## src/rtl/imem_uart_loader.sv

```systemverilog
// Boot loader: receives a length-prefixed program image over UART 8N1 and writes it into
// instruction memory while holding the core in reset. Define IMEM_LOADER_CHECKSUM_EN to require a trailing XOR checksum byte.
module imem_uart_loader #(
  parameter int CLKS_PER_BIT = 434,
  parameter int ADDR_W       = 8,
  parameter int MAX_WORDS    = 256
) (
  input  logic              clock,
  input  logic              reset,
  input  logic              uart_rx,
  output logic              imem_we,
  output logic [ADDR_W-1:0] imem_addr,
  output logic [31:0]       imem_wdata,
  output logic              cpu_reset,
  output logic              busy,
  output logic              load_done,
  output logic              load_error,
  output logic [1:0]        rx_state_dbg,
  output logic [2:0]        ld_state_dbg
);
  localparam int CNT_W = $clog2(CLKS_PER_BIT);

  typedef enum logic [1:0] {RX_IDLE, RX_START, RX_DATA, RX_STOP} rx_state_t;
  typedef enum logic [2:0] {LD_LEN0, LD_LEN1, LD_WORD, LD_CHECK, LD_DONE, LD_ERROR} ld_state_t;

`ifdef IMEM_LOADER_CHECKSUM_EN
  localparam ld_state_t AFTER_LOAD = LD_CHECK;
`else
  localparam ld_state_t AFTER_LOAD = LD_DONE;
`endif

  rx_state_t        rx_state, rx_next;
  ld_state_t        ld_state, ld_next;
  logic             rx_meta, rx_sync, rx_prev;
  logic [CNT_W-1:0] clk_cnt;
  logic [2:0]       bit_cnt;
  logic [7:0]       rx_shift;
  logic             byte_valid, frame_err;
  logic             cnt_half, cnt_last;
  logic [7:0]       len_lo;
  logic [15:0]      len, rx_len;
  logic [1:0]       byte_idx;
  logic [23:0]      word_buf;
  logic             last_word, word_end, started;
`ifdef IMEM_LOADER_CHECKSUM_EN
  logic [7:0]       csum;
`endif

  assign cnt_half     = (clk_cnt == CNT_W'(CLKS_PER_BIT / 2 - 1));
  assign cnt_last     = (clk_cnt == CNT_W'(CLKS_PER_BIT - 1));
  assign rx_len       = {rx_shift, len_lo};
  assign last_word    = (16'(imem_addr) == len - 16'd1);
  assign word_end     = (ld_state == LD_WORD) && byte_valid && (byte_idx == 2'd3);
  assign busy         = started && (ld_state != LD_DONE) && (ld_state != LD_ERROR);
  assign rx_state_dbg = rx_state;
  assign ld_state_dbg = ld_state;

  // byte_valid/frame_err are single-cycle strobes raised when the stop bit is sampled.
  always_comb begin
    rx_next    = rx_state;
    byte_valid = 1'b0;
    frame_err  = 1'b0;
    case (rx_state)
      RX_IDLE:  if (rx_prev && !rx_sync) rx_next = RX_START;
      RX_START: if (cnt_half) rx_next = rx_sync ? RX_IDLE : RX_DATA;
      RX_DATA:  if (cnt_last && bit_cnt == 3'd7) rx_next = RX_STOP;
      RX_STOP: begin
        if (cnt_last) begin
          rx_next    = RX_IDLE;
          byte_valid = rx_sync;
          frame_err  = !rx_sync;
        end
      end
      default:  rx_next = RX_IDLE;
    endcase
  end

  always_ff @(posedge clock or negedge reset) begin
    if (!reset) begin
      rx_state <= RX_IDLE;
      rx_meta  <= 1'b1;
      rx_sync  <= 1'b1;
      rx_prev  <= 1'b1;
      clk_cnt  <= '0;
      bit_cnt  <= '0;
      rx_shift <= '0;
    end else begin
      rx_state <= rx_next;
      rx_meta  <= uart_rx;
      rx_sync  <= rx_meta;
      rx_prev  <= rx_sync;
      if (rx_state == RX_IDLE || rx_next != rx_state || cnt_last) clk_cnt <= '0;
      else clk_cnt <= clk_cnt + 1'b1;
      if (rx_state == RX_START) bit_cnt <= '0;
      else if (rx_state == RX_DATA && cnt_last) bit_cnt <= bit_cnt + 1'b1;
      if (rx_state == RX_DATA && cnt_last) rx_shift <= {rx_sync, rx_shift[7:1]};
    end
  end

  always_comb begin
    ld_next = ld_state;
    case (ld_state)
      LD_LEN0: if (byte_valid) ld_next = LD_LEN1;
      LD_LEN1: begin
        if (byte_valid) begin
          if (rx_len == 16'd0) ld_next = AFTER_LOAD;
          else if (rx_len > 16'(MAX_WORDS)) ld_next = LD_ERROR;
          else ld_next = LD_WORD;
        end
      end
      LD_WORD: if (word_end && last_word) ld_next = AFTER_LOAD;
`ifdef IMEM_LOADER_CHECKSUM_EN
      LD_CHECK: if (byte_valid) ld_next = (rx_shift == csum) ? LD_DONE : LD_ERROR;
`endif
      LD_DONE, LD_ERROR: ld_next = ld_state;
      default: ld_next = LD_ERROR;
    endcase
    if (frame_err && ld_state != LD_DONE && ld_state != LD_ERROR) ld_next = LD_ERROR;
  end

  // The address advances after the write pulse, except after the last word so it stays at N-1.
  always_ff @(posedge clock or negedge reset) begin
    if (!reset) begin
      ld_state   <= LD_LEN0;
      imem_we    <= 1'b0;
      imem_addr  <= '0;
      imem_wdata <= '0;
      cpu_reset  <= 1'b1;
      load_done  <= 1'b0;
      load_error <= 1'b0;
      len_lo     <= '0;
      len        <= '0;
      byte_idx   <= '0;
      word_buf   <= '0;
      started    <= 1'b0;
`ifdef IMEM_LOADER_CHECKSUM_EN
      csum       <= '0;
`endif
    end else begin
      ld_state   <= ld_next;
      imem_we    <= word_end;
      cpu_reset  <= (ld_state != LD_DONE);
      load_done  <= (ld_state == LD_DONE);
      load_error <= (ld_state == LD_ERROR);
      if (rx_state == RX_START) started <= 1'b1;
      if (ld_state == LD_LEN0 && byte_valid) len_lo <= rx_shift;
      if (ld_state == LD_LEN1 && byte_valid) len <= rx_len;
      if (ld_state == LD_WORD && byte_valid) begin
        byte_idx <= byte_idx + 1'b1;
        word_buf <= {rx_shift, word_buf[23:8]};
      end
      if (word_end) imem_wdata <= {rx_shift, word_buf};
      if (imem_we && ld_state == LD_WORD) imem_addr <= imem_addr + 1'b1;
`ifdef IMEM_LOADER_CHECKSUM_EN
      if (byte_valid && (ld_state == LD_LEN0 || ld_state == LD_LEN1 || ld_state == LD_WORD))
        csum <= csum ^ rx_shift;
`endif
    end
  end
endmodule

```

## config.mk

```make
export PLATFORM = sky130hd
export DESIGN_NAME = imem_uart_loader
export DESIGN_NICKNAME = d
export VERILOG_FILES = /design/src/rtl/imem_uart_loader.sv
export SDC_FILE = /design/constraint.sdc
export NUM_CORES = 1
export LEC_CHECK = 0
export CAP_MARGIN = 30
export CORE_UTILIZATION = 35
export CTS_CLUSTER_SIZE = 24
export DETAILED_ROUTE_END_ITERATION = 8
export DONT_BUFFER_PORTS = 1
export GPL_ROUTABILITY_DRIVEN = 0
export SYNTH_ARGS = -nofsm -noshare
export SYNTH_HDL_FRONTEND = slang
export SYNTH_SLANG_ARGS = --single-unit
```

## constraint.sdc

```tcl
create_clock -name clock -period 3.1 [get_ports clock]
set_clock_uncertainty 0.15 [all_clocks]
set_input_delay 0.775 -clock clock [delete_from_list [all_inputs] [get_ports clock]]
set_output_delay 0.775 -clock clock [all_outputs]
set_load 0.01 [all_outputs]
```

* Yosys cells after proc, flatten, opt, wreduce, memory -nomap -nowiden
Index checks and enable logic that the tools add are counted.
Storage, ports and cells: flip-flop bits (word level) 123, input port bits 3, output and inout bits 50, logic and storage cells 86
Cells by class: add/sub/neg operators 5, order comparisons 1, equality and inequality tests 19, multiplexer cells 20, reductions and logical operators 22
Operator list (number):
- $mux W3 | 8
- $eq A8 B16 Y1 | 1
- $gt A16 B9 Y1 const B | 1
- $logic_not A16 Y1 | 1
- $sub A16 B1 Y16 const B | 1
- $logic_and A1 B1 Y1 | 13
- $ne A3 B3 Y1 const B | 4
- $pmux W3 S4 | 1
- $mux W2 | 5
- $add A9 B1 Y9 const B | 1
- $eq A3 B3 Y1 const B | 3
- $eq A9 B8 Y1 const B | 1
- $eq A9 B9 Y1 const B | 1
- $mux W9 | 1
- $add A8 B1 Y8 const B | 1
- $pmux W2 S4 | 1
- $eq A2 B2 Y1 const B | 3
- $mux W1 | 4
- $reduce_and A4 Y1 | 1
- $add A3 B1 Y3 const B | 1
- $eq A3 B1 Y1 const B | 1
- $eq A3 B2 Y1 const B | 1
- $logic_not A3 Y1 | 1
- $ne A3 B1 Y1 const B | 1
- other kinds (9) | 10

* Depth between registers and ports, before layout
depth in word-level cells 9, mapped depth 11, gate-level depth less buffers 9

* Worst setup path before layout
Ideal clock, no wire load.
path kind register -> register, from reg len[4], to reg ld_state[0] (netlist: ld_state_dbg[0]), library setup time 0.127 ns, arrival time 2.666 ns, required time 2.823 ns, setup slack 0.157 ns, stages on the path, launching flop included 8, buffers on the path 1, clock period less this slack 2.943 ns, path through dfrtp_1 > or3_1 > buf_2 > or4_4 > o41a_1 > or4_1 > o31a_1 > mux2i_1
On the way: word-level cells in the longest chain between the ends 5
RTL lines:
- start, declared | RTL line 41 | logic [15:0] len, rx_len;
- start signal, assigned | RTL line 147 | if (ld_state == LD_LEN1 && byte_valid) len <= rx_len;
- $sub A16 B1 Y16 | RTL line 52 | assign last_word = (16'(imem_addr) == len - 16'd1);
- $eq A8 B16 Y1 | RTL line 52
- $logic_and A1 B1 Y1 | RTL line 111 | LD_WORD: if (word_end && last_word) ld_next = AFTER_LOAD;
- $ne A3 B1 Y1 (no source line)
- $reduce_and A4 Y1 (no source line)
- end signal, assigned | RTL line 140 | ld_state <= ld_next;
- end, declared | RTL line 33 | ld_state_t ld_state, ld_next;
No other way between the ends. A chain may end at the register's enable or synchronous reset.

* Worst setup path in the final report
Same ends and word-level chain as after synthesis.

==> results.py <==
metrics = {
    "floorplanning": {
        "core_area_sq_um": 14800,
        "io_pins": 53,
        "initial_core_util": 0.364,
        "fp.dieH_um": 126,
        "num_rows": 44,
        "die_w_um": 126,
        "die_area_sq_um": 15800,
    },
    "setup_path": {
        "critical_path.max_fanout": 5,
        "critical-path-top-delay-family": "simple AND/OR/NAND/NOR gates",
        "crit_arrival_ns": 3.11,
        "crit_path_cell_trace": "or3_1, or4_4, o41a_1, or4_1, o31a_1, mux2i_1",
        "end_kind": "register",
        "worstSetupPathType": "register to register",
        "cp.required_ns": 3.23,
        "crit_buf_inv": 0,
        "startpoint_type": "register",
        "slowest_delay_ns": 0.53,
        "cp_slowest_cell": "or4_1",
    },
    "yosys": {
        "synthCells": 422,
        "syn-cell-area_sq_um": 5370,
        "synth_edf_count": 0,
        "ys_warn_count": 0,
        "synth_cell_types": 48,
        "avgSynthCellArea_sq_um": 12.7,
        "synth.top_cell.area_share": 0.555,
        "synth_ff_type": "dfrtp_1",
        "synth-async-reset-ratio": 1.00,
        "synth_area_leaders": "dfrtp_1 (55%), mux2_2 (19%), xnor2_1 (2.8%)",
        "syn_nets": 433,
        "ys_seq_elements": 123,
        "yosysSeqAreaShare": 0.574,
        "synth_top_cell_by_area": "dfrtp_1",
    },
    "cts": {
        "htree_levels": 4,
        "post_cts_resized": 0,
        "cts_made_buffers": 17,
        "cts_tree": "yes",
        "clk_latency_ns": 0.41,
        "clock_path_buffers": 2,
        "cts_root_buffer": "clkbuf_16",
        "post_cts_buffers": 0,
        "cts_sinks": 123,
        "clk_pin_slew_ns": 0.05,
    },
    "placement": {
        "dp_hpwl_mm": 7.08,
        "detailedPlace.worstSlack_ns": 0.146,
        "port_buffers": 0,
    },
    "global_routing": {
        "overflow": 0,
        "antenna_found_initial": 0,
        "grt_pass1_vias": 3467,
        "grt_pass1_wl_mm": 18.3,
        "gr-usage-all-layers": 0.148,
        "grt_max_degree": 124,
    },
    "finish": {
        "nFillCells": 1360,
        "multi_input_area_sq_um": 2160,
        "seqCellArea_sq_um": 3080,
        "antennaDiodeCount": 0,
        "finalNetCount": 444,
        "final_layout_size_suffix_gt1_frac": 0.310,
        "syn2layout_area_growth_pct": 16.4,
    },
    "status": {
        "violations": "negative hold slack",
        "status": "finished with violations",
    },
    "sta": {
        "slew-limit-headroom": 0.511,
        "fin_hold_ws_ns": -0.0844,
        "hold_violations": 119,
        "worst_pin_slew_ns": 0.730,
        "rsz0062_at_grt": "false",
        "setup_tns_ns": 0,
        "period_share": 0.960,
        "period_needed_ns": 2.97,
        "drv_slew": 0,
        "setup_viol_count_final": 0,
        "fmax_mhz": 336,
        "fin_ws_ns": 0.125,
    },
    "drt": {
        "drtIter0Drc": 175,
        "wl_per_cell_um": 17.0,
        "wirelength_mm": 10.7,
        "first_pass_iters": 4,
        "num_vias": 3295,
        "antenna_left": 0,
        "remaining_drc_errors": 0,
        "via_per_inst": 5.24,
    },
    "pwr": {
        "switching_share": 0.198,
        "seqPwrFrac": 0.438,
        "leakagePower_nw": 3.04,
        "powerDensity_nw_per_um2": 626,
        "p_int_mw": 3.14,
        "totalPowerFinal_mw": 3.91,
        "power.share.clock": 0.535,
        "power_switching_mw": 0.775,
        "combPwrFrac": 0.028,
        "vdd_ir_drop_max_v": 0.000380,
    },
    "flow_run": {
        "cap_viol_max_count": 0,
    },
    "worst_hold_path": {
        "hp-class": "input pin to asynchronous set/reset pin",
    },
}
==> power groups by stage <==
| stage | Clock [mW] | Sequential [mW] | Combinational [mW] |
|---|---|---|---|
| global route | 2.21 | 1.72 | 0.128 |
| detailed placement | 0 | 1.74 | 0.107 |
| global placement | 0 | 1.74 | 0.102 |
| floorplan | 0 | 1.72 | 0.0909 |
| CTS | 2.15 | 1.71 | 0.109 |
| finish | 2.09 | 1.71 | 0.108 |
==> metrics by stage <==
stage                     utilization  cells  instance area [sq um]
after CTS                       0.423    629                   6250
after global routing            0.423    629                   6250
after detailed placement        0.380    598                   5610
after global placement          0.380    598                   5610
final                           0.423    629                   6250
after floorplan                     -    422                   5370
==> cells by family (layout without fill, tap and decap cells) <==
logic type,Yosys count,in the layout,synth area share
xor+xnor,26,26,0.0424
buf+inv,35,58,0.0247
fa+ha+maj,8,8,0.0187
mux,92,92,0.193
compound gates,39,39,0.0476
flops,123,123,0.574
simple gates,99,99,0.0996
==> worst paths after layout <==
check                           startpoint               to  slack (ns)  cells after the start
worst min-delay path                 reset   imem_wdata[27]       -0.08                      0
worst min register to register     rx_meta          rx_sync        0.21                      0
max in group asynchronous            reset          rx_sync        2.62                      0
worst max-delay path                len[4]  ld_state_dbg[0]        0.13                      6
min in group clock                 rx_meta          rx_sync        0.21                      0
worst max register to register      len[4]  ld_state_dbg[0]        0.13                      6
==> per-layer routing <==
layer / GRT usage / share of wire / vias to the layer above
li1: - / - / 1528
met1: 0.183 / 0.45 / 1675
met2: 0.236 / 0.47 / 75
met3: 0.0535 / 0.064 / 17
met4: 0.0574 / 0.017 / 0
met5: 0 / 0 / -
==> cell usage in the layout (no fill, tap or decap), types with 2 or more instances in the layout <==
cell and n:
inv_1 18, nor2b_1 4, xnor2_1 17, nor2_1 23, a32oi_1 2, nand4_1 4
or3_1 2, ha_1 8, nor4_1 8, or4_1 4, o211ai_1 2, o22ai_1 4
and4b_1 2, nand2_1 16, mux2_2 90, a21oi_1 10, a211oi_1 2, nand3b_1 2
xor2_1 9, clkbuf_8 8, dfstp_2 4, mux2i_1 2, buf_4 9, nand3_1 9
clkbuf_16 17, dfrtp_1 119, nor3_1 12, o21ai_0 8, and3_1 3, bufinv_16 3
clkinv_2 3
==> flip-flops by register name, summed over array words and instances (netlist names) <==
| register | flops |
|---|---|
| rx_meta | 1 |
| rx_prev | 1 |
| rx_sync | 1 |
| rx_state_dbg | 2 |
| bit_cnt | 3 |
| rx_shift | 8 |
| load_error | 1 |
| byte_idx | 2 |
| len_lo | 8 |
| word_buf | 24 |
| load_done | 1 |
| started | 1 |
| clk_cnt | 9 |
| len | 16 |
| imem_we | 1 |
| imem_addr | 8 |
| ld_state_dbg | 3 |
| cpu_reset | 1 |
| imem_wdata | 32 |
==> final cells by class <==
type                            instances  share of cell area
Tap cell                              184              0.0369
Inverter                               18              0.0108
Timing Repair Buffer                    9              0.0108
Clock inverter                          6              0.0168
Clock buffer                           25              0.0857
Sequential cell                       123               0.494
Multi-Input combinational cell        264               0.345
==> synthesized netlist by cell type, drive strengths merged (3+ instances only) <==
cell,number
clkbuf,16
xnor2,17
or4,5
dfrtp,119
nor2,23
dfstp,4
o21ai,8
ha,8
xor2,9
nand2,16
mux2,90
inv,18
a21oi,10
nand4,4
nor4,9
o22ai,4
and3,3
nand3,9
nor2b,4
nor3,12
(Power assumes the default switching activity.)
